$ cat src/rtl/pipeline_stall_controller.sv
// Stall/flush sequencer for the 5-stage pipeline: prioritised per-stage write/flush
// controls, the mult/div busy sequencer and saturating stall/flush counters.
module pipeline_stall_controller #(
  parameter int unsigned MULDIV_LATENCY = 32,
  parameter int unsigned CNT_W          = 32
) (
  input  logic             clk,
  input  logic             reset,
  input  logic             load_use_hazard,
  input  logic             ex_branch_taken,
  input  logic             ex_muldiv_start,
  input  logic             id_uses_hilo,
  input  logic             dmem_wait,
  output logic             pc_write,
  output logic             if_id_write,
  output logic             if_id_flush,
  output logic             id_ex_write,
  output logic             id_ex_flush,
  output logic             ex_mem_write,
  output logic             mem_wb_write,
  output logic             muldiv_busy,
  output logic             muldiv_done,
  output logic [CNT_W-1:0] stall_count,
  output logic [CNT_W-1:0] flush_count
);

  typedef enum logic {IDLE, BUSY} state_t;

  localparam logic [7:0] CNT_INIT = 8'(MULDIV_LATENCY - 1);

  state_t     state;
  logic [7:0] cnt;
  logic       hilo_stall;

  // Reset is synchronous, so the busy flags are masked while it is asserted.
  assign muldiv_busy = (state == BUSY) && !reset;
  assign muldiv_done = muldiv_busy && (cnt == '0);
  assign hilo_stall  = muldiv_busy && id_uses_hilo && !muldiv_done;

  always_comb begin
    pc_write     = 1'b1;
    if_id_write  = 1'b1;
    if_id_flush  = 1'b0;
    id_ex_write  = 1'b1;
    id_ex_flush  = 1'b0;
    ex_mem_write = 1'b1;
    mem_wb_write = 1'b1;
    if (!reset) begin
      if (dmem_wait) begin
        pc_write     = 1'b0;
        if_id_write  = 1'b0;
        id_ex_write  = 1'b0;
        ex_mem_write = 1'b0;
        mem_wb_write = 1'b0;
      end else if (ex_branch_taken) begin
        if_id_flush = 1'b1;
        id_ex_flush = 1'b1;
      end else if (load_use_hazard || hilo_stall) begin
        pc_write    = 1'b0;
        if_id_write = 1'b0;
        id_ex_flush = 1'b1;
      end
    end
  end

  always_ff @(posedge clk) begin
    if (reset) begin
      state       <= IDLE;
      cnt         <= '0;
      stall_count <= '0;
      flush_count <= '0;
    end else begin
      case (state)
        IDLE: begin
          if (ex_muldiv_start && !dmem_wait) begin
            state <= BUSY;
            cnt   <= CNT_INIT;
          end
        end
        BUSY: begin
          if (cnt == '0) state <= IDLE;
          else           cnt   <= cnt - 8'd1;
        end
        default: state <= IDLE;
      endcase
      if (!pc_write && stall_count != '1) stall_count <= stall_count + CNT_W'(1);
      if (if_id_flush && flush_count != '1) flush_count <= flush_count + CNT_W'(1);
    end
  end

endmodule

$ cat config.mk
export PLATFORM = sky130hd
export DESIGN_NAME = pipeline_stall_controller
export DESIGN_NICKNAME = d
export VERILOG_FILES = /design/src/rtl/pipeline_stall_controller.sv
export SDC_FILE = /design/constraint.sdc
export NUM_CORES = 1
export LEC_CHECK = 0
export ABC_AREA = 1
export BUFFER_PORTS_ARGS = -buffer_cell sky130_fd_sc_hd__buf_2
export CORE_MARGIN = 10
export CORE_UTILIZATION = 55
export CTS_BUF_LIST = sky130_fd_sc_hd__clkbuf_8 sky130_fd_sc_hd__clkbuf_16
export CTS_CLUSTER_DIAMETER = 200
export DETAILED_ROUTE_END_ITERATION = 8
export GPL_ROUTABILITY_DRIVEN = 0
export PLACE_DENSITY_LB_ADDON = 0.2
export REMOVE_ABC_BUFFERS = 1
export SLEW_MARGIN = 40
export SYNTH_ARGS = -nofsm -noshare
export SYNTH_HDL_FRONTEND = slang
export SYNTH_SLANG_ARGS = --single-unit
$ cat constraint.sdc
create_clock -name clk -period 2.3 [get_ports clk]
set_clock_uncertainty 0.2 [all_clocks]
set_input_delay 0.115 -clock clk [delete_from_list [all_inputs] [get_ports clk]]
set_output_delay 0.115 -clock clk [all_outputs]
set_load 0.1 [all_outputs]
==> impl_metrics.tcl <==
set metrics [dict create \
    ir_drop_v 0.000373 \
    synthTopCellsByArea "dfxtp_1, nand2_1, nor2_1" \
    slew_headroom_pct 58.5 \
    cp-startpoint "cnt[0]" \
    viasPerCell 5.26 \
    ios 80 \
    synth-edff-count 0 \
    p_int_w 0.00211 \
    num_rows 34 \
    dp_hpwl_um 9830 \
    drtPass1Iterations 5 \
    vias 5060 \
    yosys_warnings 0 \
    ant_nets 0 \
    die_h_um 114 \
    postSynthAreaPerCell_um2 6.44 \
    clk_pin_slew_worst_paths_ns 0.09 \
    clock_latency_ns 0.35 \
    hold_path_depth 3 \
    drt_iter0_markers 310 \
    r2r_start "stall_count[0]" \
    grt_use_total_pct 19.5 \
    synth_most_common_cell "nand2_1" \
    nets 860 \
    fp.dieArea_um2 13100 \
    max_freq_mhz 460 \
    placedCellCount 942 \
    netlist_area_um2 4900 \
    cap_violations 0 \
    route.met2.wl_um 5950 \
    wl_per_cell_um 13.4 \
    status "finished, final reports clean" \
    numCtsBuffers 9 \
    final_cells 962 \
    grt_max_degree 48 \
    antenna_found_initial 0 \
    grt_pass1_vias 4753 \
    fin_util_pct 66.3 \
    io_buffers 79 \
    die_w_um 114 \
    wl_met1_um 5820 \
    drive_gt1_share_pct 24.7 \
    postCtsHoldBufs 0 \
    power.leakage_nw 2.35 \
    routed-wl-met3_um 935 \
    power_frac_comb_pct 12.8 \
    overflow 0 \
    p_sw_share_pct 27.9 \
    finalMaxSlewViolations 0 \
    grt_first_pass_wirelength_um 21800 \
    worstHoldStart "reset" \
    routed.top_layer "met4" \
    post-route-drc-count 0 \
    antenna_cells 0 \
    yosysTopAreaCellShare_pct 29.8 \
    synthArstFlopShare_pct 0 \
    drt_wl_total_um 12900 \
    area_growth_pct 17.5 \
    required_ns 1.99 \
    yosys.area.top_type "dfxtp_1" \
    synth_cells 761 \
    clockBufferDepth 2 \
    setup_viol 0 \
    p_clk_share_pct 42.8 \
    startpoint_type "register" \
    start_util_pct 56.4 \
    cts_tree "built" \
    synthTopCellsByCount "nand2_1, nor2_1, dfxtp_1" \
    timing.final.ws_setup_ns 0.127 \
    ys_ff_latch 73 \
    yosysSeqAreaShare_pct 29.8 \
    power.switching_w 0.000815 \
    cp_max_fo 10 \
    fin_crit_ns 2.17 \
    clockRootBuffer "clkbuf_8" \
    ys.flop_type "dfxtp_1" \
    fin_setup_tns_ns 0 \
    min_period_over_period_pct 94.5 \
    sequentialPowerShare_pct 44.4 \
    critPathKind "reg -> out" \
    hold_path_class "in -> reg" \
    final-hold-violation-count 0 \
    h-tree-depth 3 \
    rsz0062_at_grt "no" \
    powerDensity_nw_per_um2 509 \
    crit_arrival_ns 1.86 \
    dp_slack_ns 0.0757 \
    synth.distinct_cells 32 \
    core_um2 8680 \
    worstMarginPinSlew_ns 0.623 \
    r2r_cells 9 \
    cts_sinks 73 \
    crit_path_end_kind "primary output" \
    power.total_w 0.00293 \
]
## per-layer routing
layer | global-route usage [%] | up-vias
li1 | - | 2578
met1 | 24.9 | 2300
met2 | 31.3 | 160
met3 | 4.45 | 22
met4 | 6.85 | 0
met5 | 0 | -
## cells in the final DEF (no fill, tap or decap), drive strengths merged, types with 7 or more instances in the layout
cell	n
nor2	130
nor3	7
nand4	10
nand2	267
buf	104
o21ai	15
xnor2	17
inv	64
nand3	60
dfxtp	73
clkbuf	9
xor2	19
a21oi	60
## area by class of cell
type / instances / area, µm²
multi-input combinational: 597 / 3010
fill: 784 / 2930
sequential: 73 / 1460
timing repair buffer: 104 / 662
inverter: 64 / 244
tap: 108 / 135
clock buffer: 9 / 124
clock inverter: 7 / 116
## worst max-delay path, cell delays in order (launching register included)
cell and delay (ns):
dfxtp_1 0.33, inv_2 0.09, ha_1 0.18, nand2_1 0.07, o21ai_2 0.16, nand2_1 0.07, nand2_1 0.10, nand2_4 0.10
buf_6 0.17, inv_4 0.08, buf_12 0.17
## through the flow
step | area (µm²) | hold slack [ns]
after floorplan | 4690 | -0.0226
after global placement | 5450 | 0.249
after detailed placement | 5450 | 0.259
after CTS | 5690 | 0.0314
after global routing | 5750 | 0.0468
final | 5750 | 0.0279
## power groups by stage
stage	clock, W	combinational, W	sequential (W)
2_1_floorplan	0	0.000210	0.00136
3_3_place_gp	0	0.000358	0.00133
3_5_place_dp	0	0.000365	0.00133
4_1_cts	0.00127	0.000367	0.00130
5_1_grt	0.00131	0.000407	0.00130
6_report	0.00125	0.000375	0.00130
## final timing paths
kind | slack [ns] | to
setup / recovery | 0.13 | pc_write
hold / removal | 0.03 | stall_count[11]
setup reg to reg | 0.17 | stall_count[1]
hold reg to reg | 0.29 | cnt[0]
## cell families (layout without fill, tap and decap cells)
| family | count (synthesis) | count (layout) | share of synthesized area, % |
|---|---|---|---|
| flip-flops | 73 | 73 | 29.8 |
| XOR/XNOR | 36 | 36 | 6.44 |
| AND/OR/NAND/NOR | 479 | 479 | 43.2 |
| adder cells (fa/ha/maj) | 4 | 4 | 1.02 |
| buffers and inverters | 91 | 184 | 9.17 |
| AO/OA/AOI/OAI | 78 | 78 | 10.3 |
## state kept, by name, summed over array words and instances (netlist names)
register     flops
cnt              8
stall_count     32
state            1
flush_count     32
## what timing repair did
| action | CTS | global route |
|---|---|---|
| pin swaps | 0 | 1 |
| setup buffers | 0 | 4 |
| gates resized for setup | 2 | 7 |
| setup endpoints to repair | 2 | 29 |
Note: power is estimated with default switching activity, not from simulation.
